--- src/rtl/saw_pkg.sv ---
// saw_pkg: definitions shared by the Stop-and-Wait ARQ transmitter and receiver.
//   saw_state_t   : receiver state encoding {IDLE, CHECK, DELIVER}
//   SAW_BW        : default payload width (sequence bit + user data)
//   SAW_CRC_BW    : default CRC width appended by the transmitter
//   SAW_CRC_POLY  : CRC generator polynomial (x^8 + x^2 + x + 1, implicit top bit)
//   frame_bw()    : full frame width {payload, crc}
//   seq_idx()     : index of the sequence bit inside the payload
package saw_pkg;

    typedef enum logic [1:0] {
        IDLE    = 2'd0,
        CHECK   = 2'd1,
        DELIVER = 2'd2
    } saw_state_t;

    localparam int SAW_BW     = 40;
    localparam int SAW_CRC_BW = 8;
    localparam logic [7:0] SAW_CRC_POLY = 8'h07;

    function automatic int frame_bw(input int bw, input int crc_bw);
        return bw + crc_bw;
    endfunction

    function automatic int seq_idx(input int bw);
        return bw - 1;
    endfunction

endpackage

--- src/rtl/saw_crc.sv ---
// saw_crc: combinational CRC remainder over a whole input word, MSB first,
// zero initial value, no reflection. Used by both ends of the SAW link; a
// frame {payload, crc} built by the transmitter yields a remainder of 0.
//   in  [IN_BW-1:0]   : word to check
//   rem [CRC_BW-1:0]  : CRC remainder of in
module saw_crc #(
    parameter int                IN_BW  = 48,
    parameter int                CRC_BW = 8,
    parameter logic [CRC_BW-1:0] POLY   = CRC_BW'(8'h07)
) (
    input  logic [IN_BW-1:0]  in,
    output logic [CRC_BW-1:0] rem
);

    logic w_fb;

    always_comb begin
        rem  = '0;
        w_fb = 1'b0;
        for (int unsigned i = 0; i < IN_BW; i++) begin
            w_fb = rem[CRC_BW-1] ^ in[IN_BW-1-i];
            rem  = {rem[CRC_BW-2:0], 1'b0};
            if (w_fb) begin
                rem = rem ^ POLY;
            end
        end
    end

endmodule

--- src/rtl/saw_receiver.sv ---
// saw_receiver: receiving end of the Stop-and-Wait ARQ link.
// Checks CRC-protected frames {payload, crc}, delivers new payloads over a
// valid/ready handshake, ACKs consumed or duplicate frames, NACKs bad frames.
// Optional consecutive-NACK counter and sticky link_err: macro SAW_RX_ERRCNT_EN.
//   clk, rst     : clock, synchronous active-high reset
//   frame_in     : received frame {payload, crc}; frame_valid qualifies it
//   data_out     : delivered user data; data_valid / data_ready handshake
//   ack, ack_seq : one-cycle ACK pulse and the sequence bit acknowledged
//   nack         : one-cycle NACK pulse on a bad CRC
//   link_err     : sticky, set after MAX_NACK consecutive bad frames
module saw_receiver
    import saw_pkg::*;
#(
    parameter int BW       = SAW_BW,
    parameter int CRC_BW   = SAW_CRC_BW,
    parameter int MAX_NACK = 7
) (
    input  logic                   clk,
    input  logic                   rst,
    input  logic [BW+CRC_BW-1:0]   frame_in,
    input  logic                   frame_valid,
    output logic [BW-2:0]          data_out,
    output logic                   data_valid,
    input  logic                   data_ready,
    output logic                   ack,
    output logic                   ack_seq,
    output logic                   nack,
    output logic                   link_err
);

    localparam int FRAME_BW = frame_bw(BW, CRC_BW);
    localparam int SEQ_IDX  = seq_idx(BW);

    if (MAX_NACK < 1) begin : g_cfg_check
        $error("saw_receiver: MAX_NACK must be at least 1");
    end

    saw_state_t           r_state;
    logic [FRAME_BW-1:0]  r_frame_d;
    logic                 r_exp_seq;
    logic [BW-2:0]        r_data_out;
    logic                 r_data_valid;
    logic                 r_ack;
    logic                 r_ack_seq;
    logic                 r_nack;
    logic [CRC_BW-1:0]    w_rem;
    logic                 w_seq;

`ifdef SAW_RX_ERRCNT_EN
    localparam int                CNT_W      = $clog2(MAX_NACK + 1);
    localparam logic [CNT_W-1:0]  NACK_LIMIT = CNT_W'(MAX_NACK);

    logic [CNT_W-1:0]  r_nack_cnt;
    logic [CNT_W-1:0]  w_nack_cnt_nxt;
    logic              r_link_err;

    assign w_nack_cnt_nxt = (r_nack_cnt == NACK_LIMIT) ? r_nack_cnt : r_nack_cnt + 1'b1;
    assign link_err       = r_link_err;
`else
    assign link_err = 1'b0;
`endif

    saw_crc #(
        .IN_BW  (FRAME_BW),
        .CRC_BW (CRC_BW),
        .POLY   (CRC_BW'(SAW_CRC_POLY))
    ) u_crc (
        .in  (r_frame_d),
        .rem (w_rem)
    );

    assign w_seq = r_frame_d[CRC_BW + SEQ_IDX];

    always_ff @(posedge clk) begin
        if (rst) begin
            r_state      <= IDLE;
            r_frame_d    <= '0;
            r_exp_seq    <= 1'b0;
            r_data_out   <= '0;
            r_data_valid <= 1'b0;
            r_ack        <= 1'b0;
            r_ack_seq    <= 1'b0;
            r_nack       <= 1'b0;
`ifdef SAW_RX_ERRCNT_EN
            r_nack_cnt   <= '0;
            r_link_err   <= 1'b0;
`endif
        end else begin
            r_ack  <= 1'b0;
            r_nack <= 1'b0;
            case (r_state)
                IDLE: begin
                    if (frame_valid) begin
                        r_frame_d <= frame_in;
                        r_state   <= CHECK;
                    end
                end
                CHECK: begin
                    if (w_rem != '0) begin
                        r_nack  <= 1'b1;
                        r_state <= IDLE;
`ifdef SAW_RX_ERRCNT_EN
                        r_nack_cnt <= w_nack_cnt_nxt;
                        if (w_nack_cnt_nxt == NACK_LIMIT) begin
                            r_link_err <= 1'b1;
                        end
`endif
                    end else if (w_seq == r_exp_seq) begin
                        r_data_out   <= r_frame_d[CRC_BW+BW-2:CRC_BW];
                        r_data_valid <= 1'b1;
                        r_state      <= DELIVER;
`ifdef SAW_RX_ERRCNT_EN
                        r_nack_cnt   <= '0;
`endif
                    end else begin
                        // Duplicate of an already delivered frame: re-ACK it so
                        // the transmitter can advance, drop the payload.
                        r_ack     <= 1'b1;
                        r_ack_seq <= w_seq;
                        r_state   <= IDLE;
`ifdef SAW_RX_ERRCNT_EN
                        r_nack_cnt <= '0;
`endif
                    end
                end
                DELIVER: begin
                    // ACK is withheld until the sink consumes the payload.
                    if (r_data_valid && data_ready) begin
                        r_data_valid <= 1'b0;
                        r_ack        <= 1'b1;
                        r_ack_seq    <= w_seq;
                        r_exp_seq    <= ~r_exp_seq;
                        r_state      <= IDLE;
                    end
                end
                default: r_state <= IDLE;
            endcase
        end
    end

    assign data_out   = r_data_out;
    assign data_valid = r_data_valid;
    assign ack        = r_ack;
    assign ack_seq    = r_ack_seq;
    assign nack       = r_nack;

endmodule

--- config.mk ---
export PLATFORM = sky130hd
export DESIGN_NAME = saw_receiver
export DESIGN_NICKNAME = d
export VERILOG_FILES = /design/src/rtl/saw_pkg.sv /design/src/rtl/saw_crc.sv /design/src/rtl/saw_receiver.sv
export SDC_FILE = /design/constraint.sdc
export NUM_CORES = 1
export LEC_CHECK = 0
export ABC_AREA = 0
export ABC_CLOCK_PERIOD_IN_PS = 4600
export BUFFER_PORTS_ARGS = -buffer_cell sky130_fd_sc_hd__buf_4
export CAP_MARGIN = 10
export CORE_MARGIN = 2
export CORE_UTILIZATION = 42
export DETAILED_ROUTE_END_ITERATION = 16
export SLEW_MARGIN = 20
export SYNTH_ARGS = -nofsm -noshare
export SYNTH_HDL_FRONTEND = slang
export SYNTH_SLANG_ARGS = --single-unit
export TNS_END_PERCENT = 1
--- constraint.sdc ---
create_clock -name clk -period 4.6 [get_ports clk]
set_clock_uncertainty 0.1 [all_clocks]
set_input_delay 0.46 -clock clk [delete_from_list [all_inputs] [get_ports clk]]
set_output_delay 0.46 -clock clk [all_outputs]
set_load 0.01 [all_outputs]
==> results of run 1 <==
==> routing by layer <==
metal	routed length [um]	track usage, %	vias up
li1	-	-	1748
met1	4800	23.6	1554
met2	4750	29.0	69
met3	540	4.54	7
met4	68	4.40	0
met5	0	0	-
==> per-stage QoR <==
stage                     setup slack (ns)  hold slack, ns  cell area (um^2)  cells  util (%)
final                                0.158           0.238              5630    715      52.2
after global routing               0.00626           0.225              5630    715      52.2
after CTS                           0.0665           0.222              5610    714      52.0
after detailed placement            0.0830           0.360              5440    698      50.4
after global placement               0.156           0.356              5440    698      50.4
after floorplan                      0.600           0.337              4620    486         -
==> area by class of cell <==
type,count,area [um^2]
Clock inverter,6,45.0
Timing Repair Buffer,103,786
Inverter,4,15.0
Clock buffer,10,128
Fill cell,1077,5160
Multi-Input combinational cell,358,2600
Sequential cell,94,1880
Tap cell,140,175
==> critical path, stage by stage, from the launching register on <==
cell,delay [ns]
dfxtp_2,0.39
xor3_2,0.51
xnor3_1,0.42
xnor3_2,0.42
xor2_1,0.21
xnor3_1,0.26
or3_1,0.38
a221o_1,0.37
or4b_2,0.71
buf_4,0.24
or2_0,0.21
a21oi_1,0.14
==> cell usage in the layout, fill, tap and decap left out, drive strengths merged <==
| master | instances |
|---|---|
| a221o | 1 |
| a21oi | 54 |
| xnor2 | 44 |
| clkinvlp | 3 |
| clkinv | 1 |
| xor3 | 4 |
| nand3 | 3 |
| nor3 | 1 |
| nor2 | 44 |
| o21ai | 2 |
| inv | 6 |
| mux2i | 41 |
| or2 | 1 |
| conb | 1 |
| nand2 | 102 |
| and2 | 2 |
| o32a | 1 |
| or4b | 1 |
| xor2 | 24 |
| o31a | 1 |
| clkbuf | 10 |
| buf | 103 |
| dfxtp | 94 |
| ha | 3 |
| nand2b | 1 |
| nand3b | 1 |
| nor2b | 2 |
| nor3b | 1 |
| xnor3 | 20 |
| mux2 | 1 |
| or3 | 2 |
==> cell usage after synthesis (2+ instances only) <==
library cell	count	area, um^2
clkbuf_1	22	82.6
nand3_1	3	15.0
xnor3_1	17	383
nor2_1	43	161
inv_1	4	15.0
mux2i_1	41	410
dfxtp_1	94	1880
a21oi_1	54	270
o21ai_0	2	10.0
xnor3_2	3	71.3
and2_1	2	12.5
nor2b_1	2	12.5
or3_1	2	12.5
xor2_1	23	201
xor3_1	3	71.3
xnor2_1	41	359
buf_2	5	25.0
xnor2_2	3	48.8
nand2_1	102	383
ha_1	3	37.5
==> path summary, 6_finish.rpt <==
kind / slack, ns / end / cells after the start / start
max: 0.16 / data_valid / 11 / r_frame_d[43]
min: 0.24 / r_frame_d[15] / 3 / frame_in[15]
max reg2reg: 0.16 / data_valid / 11 / r_frame_d[43]
min reg2reg: 0.37 / r_frame_d[5] / 2 / r_frame_d[5]
==> cell families (layout without fill, tap and decap cells) <==
logic type | Yosys count | in the layout | share of synthesized area, %
mux | 42 | 42 | 9.20
xor+xnor | 92 | 92 | 25.4
fa+ha+maj | 3 | 3 | 0.812
simple gates | 161 | 161 | 14.0
flops | 94 | 94 | 40.7
other cells | 1 | 1 | 0.0811
buf+inv | 34 | 123 | 3.14
compound gates | 59 | 59 | 6.68
==> what timing repair did <==
item / CTS / global route
setup buffers: 0 / 1
hold buffers: 0 / 0
endpoints found under the setup margin: 0 / 30
resized for setup: 0 / 5
==> power by group <==
| group | internal (mW) | switching (mW) |
|---|---|---|
| sequential | 0.845 | 0.0356 |
| combinational | 0.716 | 0.550 |
| clock | 0.200 | 0.292 |
| total | 1.76 | 0.878 |
==> registers in the layout, summed over array words and instances (netlist names) <==
| signal | count |
|---|---|
| r_frame_d | 48 |
| data_out | 39 |
| r_state | 2 |
| ack | 1 |
| ack_seq | 1 |
| data_valid | 1 |
| nack | 1 |
| r_exp_seq | 1 |
==> results.toml, run 1 <==
[clocking]
tritoncts = "done"
cts-htree-levels = 3
clkLatencyLatePin_ns = 0.36
clk_pin_slew_worst_paths_ns = 0.10
cts_max_path_buffers = 2
cts_buffers = 9
root_buffer = "clkbuf_8"
clkSinkCount = 94

[yosys]
yosysSeqAreaShare_pct = 40.7
netlist_instances = 486
postSynth.asyncResetShare_pct = 0
syn-num-nets = 541
ys_ff_latch = 94
yosysWarnings = 0
synth_edf_count = 0
synth_ff_type = "dfxtp_1"
synth.distinct_cells = 37
syn_avg_cell_area_um2 = 9.52
syn_area_mm2 = 0.00462

[run]
max_cap_violations = 0

[grt]
grt_max_degree = 95
antenna_found_initial = 0
grt_pass1_vias = 3272
grt_pass1_wl_um = 16200
grt_usage_pct = 17.8
grt_remaining_overflow = 0

[sta]
finalCritPeriodShare_pct = 96.6
drv_slew = 0
rsz0062_at_grt = "no"
finalSetupViolCount = 0
max_slew_margin_pct = 36.6
final-hold-violation-count = 0
post-route-min-period_ns = 4.44
tightestPinTransition_ns = 0.950
fmax_mhz = 225
timing.setup.tns_ns = 0

[worst_setup_path]
path_class = "reg -> reg"
worst_setup_path_end_kind = "flop"
crit_path_start_kind = "flop"
worst_ep_arrival_time_ns = 4.63
critPathMaxFanout = 11
required_ns = 4.78

[routing]
viasPerCell = 4.72
wire_per_inst_um = 14.2
drt-total-wl_um = 10200
drtAntennaViolNets = 0
dr.pass1.iters = 4
vias = 3378
drtIter0Drc = 120
drc = 0

[status]
status = "finished, final reports clean"

[floorplan]
die_h_um = 109
start_util_pct = 42.8
num_rows = 38
core-area_mm2 = 0.0108
fp.dieW_um = 109
die-area_mm2 = 0.0119
ios = 96

[power_and_ir_drop]
p_per_area_mw_per_mm2 = 469
fin_total_pwr_mw = 2.64
leakage_nw = 2.73
irDropWorstVdd_mv = 0.240

[layout]
final_nets = 625
diodes = 0
syn2layout_area_growth_pct = 21.7
layout-drive-gt1-share_pct = 22.6

[placement]
gp_congestion = 0.811
io_buffers = 94
dp_hpwl_um = 7490

[min_path]
hold_class = "in -> reg"
(Power assumes the default switching activity.)
==> run 2, diff against run 1 <==
--- a/config.mk
+++ b/config.mk
@@ -12,6 +12,7 @@
 export CORE_MARGIN = 2
 export CORE_UTILIZATION = 42
 export DETAILED_ROUTE_END_ITERATION = 16
+export REMOVE_ABC_BUFFERS = 1
 export SLEW_MARGIN = 20
 export SYNTH_ARGS = -nofsm -noshare
 export SYNTH_HDL_FRONTEND = slang
==> results.toml, run 2 (synthesis gave the netlist of run 1 again) <==
[status]
status = "finished, final reports clean"

[min_path]
hold_depth = 3
hold_class = "in -> reg"

[layout]
fin_util_pct = 52.2
largest_reg_flops = 48
diodes = 0
regMostFlops = "r_frame_d"
final_cell_mix = "nand2_1, buf_4, dfxtp_1"
syn2layout_area_growth_pct = 21.9
fillers = 1025
mostFrequentLayoutCell = "nand2_1"
multi_input_area_mm2 = 0.00260
layout-drive-gt1-share_pct = 22.4
seq_area_mm2 = 0.00188
final_nets = 622

[run]
max_cap_violations = 0

[worst_setup_path]
path_class = "reg -> reg"
crit_path_start_kind = "flop"
worst_setup_path_end_kind = "flop"
required_ns = 4.79
critPathMaxFanout = 16
r2r_cells = 11
worst_ep_arrival_time_ns = 4.61

[routing]
viasPerCell = 4.78
dr.pass1.iters = 4
vias = 3405
wire_per_inst_um = 13.9
drc = 0
drtAntennaViolNets = 0
drtIter0Drc = 124
drt-total-wl_um = 9880

[clocking]
clkSinkCount = 94
clk_pin_slew_worst_paths_ns = 0.10
cts_buffers = 9
tritoncts = "done"
clkLatencyLatePin_ns = 0.37
root_buffer = "clkbuf_8"
cts_max_path_buffers = 2
cts-htree-levels = 3

[power_and_ir_drop]
leakage_nw = 2.74
irDropWorstVdd_mv = 0.309
p_per_area_mw_per_mm2 = 484
fin_total_pwr_mw = 2.73

[floorplan]
fp.dieW_um = 109
die_h_um = 109
start_util_pct = 42.8
num_rows = 38
die-area_mm2 = 0.0119
ios = 96
core-area_mm2 = 0.0108

[sta]
post-route-min-period_ns = 4.42
finalCritPeriodShare_pct = 96.1
rsz0062_at_grt = "no"
final-hold-violation-count = 0
finalSetupViolCount = 0
drv_slew = 0
max_slew_margin_pct = 36.4
whs_ns = 0.228
tightestPinTransition_ns = 0.954
fmax_mhz = 226

[grt]
grt_pass1_wl_um = 15900
grt_usage_pct = 17.2
antenna_found_initial = 0
grt_pass1_vias = 3324
grt_max_degree = 95
grt_remaining_overflow = 0

[placement]
gp_congestion = 0.762
dp_hpwl_um = 6960
io_buffers = 94
[run 2: final cells by class]
class	count	area share [%]
Tap cell	140	3.11
Timing Repair Buffer	100	13.4
Inverter	4	0.266
Sequential cell	94	33.4
Clock inverter	5	1.20
Multi-Input combinational cell	358	46.1
Clock buffer	11	2.51
[run 2: final timing paths]
path / startpoint / slack, ns / end
setup / recovery: r_frame_d[43] / 0.18 / data_valid
hold / removal: frame_in[11] / 0.23 / r_frame_d[11]
setup reg to reg: r_frame_d[43] / 0.18 / data_valid
hold reg to reg: r_frame_d[5] / 0.37 / r_frame_d[5]
[run 2: where the power goes]
part	switching (mW)	internal, mW	total [mW]
Clock	0.304	0.273	0.577
Combinational	0.553	0.716	1.27
Sequential	0.0356	0.845	0.881
Total	0.893	1.83	2.73
[run 2: what timing repair did]
item / CTS / global route
hold buffers: 0 / 0
setup endpoints to repair: 0 / 26
setup buffers: 0 / 1
resized for setup: 0 / 2
[run 2: stage by stage]
stage	setup WS (ns)	cell area, um^2	std cells	setup TNS [ns]
6_report	0.179	5640	712	0
5_1_grt	0.00172	5640	712	0
4_1_cts	0.130	5620	711	0
3_5_place_dp	0.153	5410	695	0
3_3_place_gp	0.240	5410	695	0
2_1_floorplan	-0.148	4490	456	-0.266
[run 2: critical path, stage by stage, from the launching register on]
cell and delay (ns):
dfxtp_2 0.40, xor3_2 0.52, xnor3_1 0.42, xnor3_2 0.41
xor2_1 0.19, xnor3_1 0.25, or3_1 0.38, a221o_1 0.37
or4b_2 0.68, buf_4 0.25, or2_0 0.22, a21oi_1 0.13
[run 2: routing by layer]
metal	part of all wire [%]	track usage, %	up-vias
met3	5.2	4.48	11
met2	46	28.3	78
li1	-	-	1742
met1	47	22.5	1574
met5	0	0	-
met4	1.0	4.12	0
==> run 3, diff against run 2 <==
--- a/config.mk
+++ b/config.mk
@@ -16,5 +16,6 @@
 export SLEW_MARGIN = 20
 export SYNTH_ARGS = -nofsm -noshare
 export SYNTH_HDL_FRONTEND = slang
+export SYNTH_HIERARCHICAL = 1
 export SYNTH_SLANG_ARGS = --single-unit
 export TNS_END_PERCENT = 1
==> results.toml, run 3 <==
[status]
status = "finished, final reports clean"

[yosys]
synth_edf_count = 0
yosysSeqAreaShare_pct = 37.1
synth_ff_type = "dfxtp_1"
ys_ff_latch = 94
synth_top_cell_by_area = "dfxtp_1"
synth_commonest_cells = "nand2_1, dfxtp_1, xnor2_1"
synth-simple-area-share_pct = 16.9
netlist_instances = 535
postSynth.asyncResetShare_pct = 0
synth_compound_area_share_pct = 13.0
yosysWarnings = 6
synth-adder-area-share_pct = 0.987
syn_avg_cell_area_um2 = 9.47
synth.distinct_cells = 39
ys_top_cells_by_area = "dfxtp_1, xnor2_1, nand2_1, xnor3_1, a21oi_2"
synth_xor_area_share_pct = 27.1
synth.area.mux_share_pct = 0.469
synth_top_family_by_area = "XOR/XNOR gates"
syn_area_mm2 = 0.00507
synth_most_common_cell = "nand2_1"
netlist.area_leader.share_pct = 37.1

[clocking]
cts-htree-levels = 3
root_buffer = "clkbuf_16"
clkLatencyLatePin_ns = 0.34
cts_resized = 0
clk_pin_slew_worst_paths_ns = 0.06
tritoncts = "done"
cts_hold_buffers = 0
cts_max_path_buffers = 2
cts_buffers = 9
postCtsSetupBuffers = 0
clkSinkCount = 94

[layout]
mostFrequentLayoutCell = "nand2_1"
diodes = 0
syn2layout_area_growth_pct = 21.4
final_cell_mix = "nand2_1, buf_4, dfxtp_1"
final_nets = 672
largest_reg_flops = 48
fillers = 1143
regMostFlops = "r_frame_d"
layout-drive-gt1-share_pct = 34.6
multi_input_area_mm2 = 0.00297
seq_area_mm2 = 0.00188

[sta]
tightestPinTransition_ns = 0.906
rsz0062_at_grt = "no"
timing.setup.tns_ns = 0
post-route-min-period_ns = 4.26
whs_ns = 0.228
drv_slew = 0
max_slew_margin_pct = 39.6
fmax_mhz = 234
finalCritPeriodShare_pct = 92.7
final-hold-violation-count = 0
finalSetupViolCount = 0

[worst_setup_path]
reg2reg_from = "r_frame_d[46]"
crit_path_start_kind = "flop"
worst_setup_path_end_kind = "flop"
worst_ep_arrival_time_ns = 4.43
critPathMaxFanout = 13
crit_path_start = "r_frame_d[46]"
required_ns = 4.77
path_class = "reg -> reg"

[placement]
io_buffers = 94
dp_hpwl_um = 7850
gp_congestion = 0.843

[grt]
grt_pass1_wl_um = 18100
use_met1_pct = 24.0
grt_use_met2_pct = 29.0
grt_usage_pct = 17.8
grt_max_degree = 55
grt_pass1_vias = 3703
grt_remaining_overflow = 0
antenna_found_initial = 0
grt.busiest_layer = "met2"
met3_usage_pct = 3.88

[power_and_ir_drop]
power_switching_mw = 2.20
p_clk_share_pct = 14.2
leakage_nw = 2.48
irDropWorstVdd_mv = 0.957
p_per_area_mw_per_mm2 = 918
power_frac_comb_pct = 69.3
internal_power_mw = 3.45
switching_share_pct = 38.9
p_seq_share_pct = 16.4

[floorplan]
die-area_mm2 = 0.0130
ios = 96
fp.dieW_um = 114
die_h_um = 114
num_rows = 40
core-area_mm2 = 0.0119
start_util_pct = 42.6

[min_path]
min_from = "data_ready"
hold_class = "in -> reg"

[routing]
drtAntennaViolNets = 0
drtIter0Drc = 171
dr.pass1.iters = 4
viasPerCell = 4.81
drt-total-wl_um = 11200
vias = 3691
wire_per_inst_um = 14.5
drc = 0

[run]
max_cap_violations = 0
==> run 3: cell count changes after synthesis, moves of 21 or more <==
| cell | before | now |
|---|---|---|
| nor2_1 | 43 | 3 |
| xnor2_1 | 41 | 62 |
| nand2_2 | 0 | 39 |
| nand2_1 | 102 | 137 |
| mux2i_1 | 41 | 1 |
| a21oi_2 | 0 | 39 |
==> run 3: final cells by class <==
class | instances | share of cell area [%]
Tap cell | 147 | 2.99
Sequential cell | 94 | 30.6
Timing Repair Buffer | 101 | 12.5
Clock buffer | 10 | 3.89
Multi-Input combinational cell | 405 | 48.3
Clock inverter | 6 | 1.38
Inverter | 5 | 0.305
==> run 3: through the flow <==
stage,setup WS (ns),std cells,total power [mW],area (um^2),util [%]
2_1_floorplan,-0.363,504,4.35,4870,-
6_report,0.336,768,5.65,6150,51.6
3_5_place_dp,0.296,752,4.89,5830,48.9
5_1_grt,0.120,768,6.02,6150,51.6
3_3_place_gp,0.412,752,4.79,5830,48.9
4_1_cts,0.277,768,5.72,6150,51.6
==> run 3: worst paths after layout <==
check	slack [ns]	cells past startpoint	end
setup / recovery	0.34	12	data_out[17]
hold / removal	0.23	2	data_valid
setup reg to reg	0.34	12	data_out[17]
hold reg to reg	0.37	2	data_out[12]
==> run 3: logic make-up (layout without fill, tap and decap cells) <==
family | Yosys count | count (layout)
AND/OR/NAND/NOR | 188 | 188
XOR/XNOR | 112 | 112
AO/OA/AOI/OAI | 98 | 98
flip-flops | 94 | 94
buffers and inverters | 36 | 122
adder cells (fa/ha/maj) | 4 | 4
multiplexers | 2 | 2
other | 1 | 1
==> run 3: power groups by stage <==
stage / Clock [mW] / Sequential [mW] / Combinational (mW)
5_1_grt: 0.858 / 0.936 / 4.22
4_1_cts: 0.818 / 0.929 / 3.97
2_1_floorplan: 0 / 0.937 / 3.41
3_5_place_dp: 0 / 0.948 / 3.94
6_report: 0.804 / 0.928 / 3.92
3_3_place_gp: 0 / 0.945 / 3.84
==> run 3: critical path, cell delays in order, from the launching register on <==
cell and delay (ns):
dfxtp_1 0.46, xnor2_1 0.17, xnor2_1 0.31, xor2_1 0.32
xnor3_2 0.46, xnor3_2 0.42, xnor3_1 0.39, xnor3_1 0.42
nor4_4 0.31, and4_2 0.33, buf_4 0.27, nand2_2 0.08
a21oi_2 0.13
==> run 3: routing by layer <==
layer	share of wire [%]	routed length (um)
met4	0.99	110
met1	48	5330
met5	0	0
met3	4.7	522
met2	47	5200
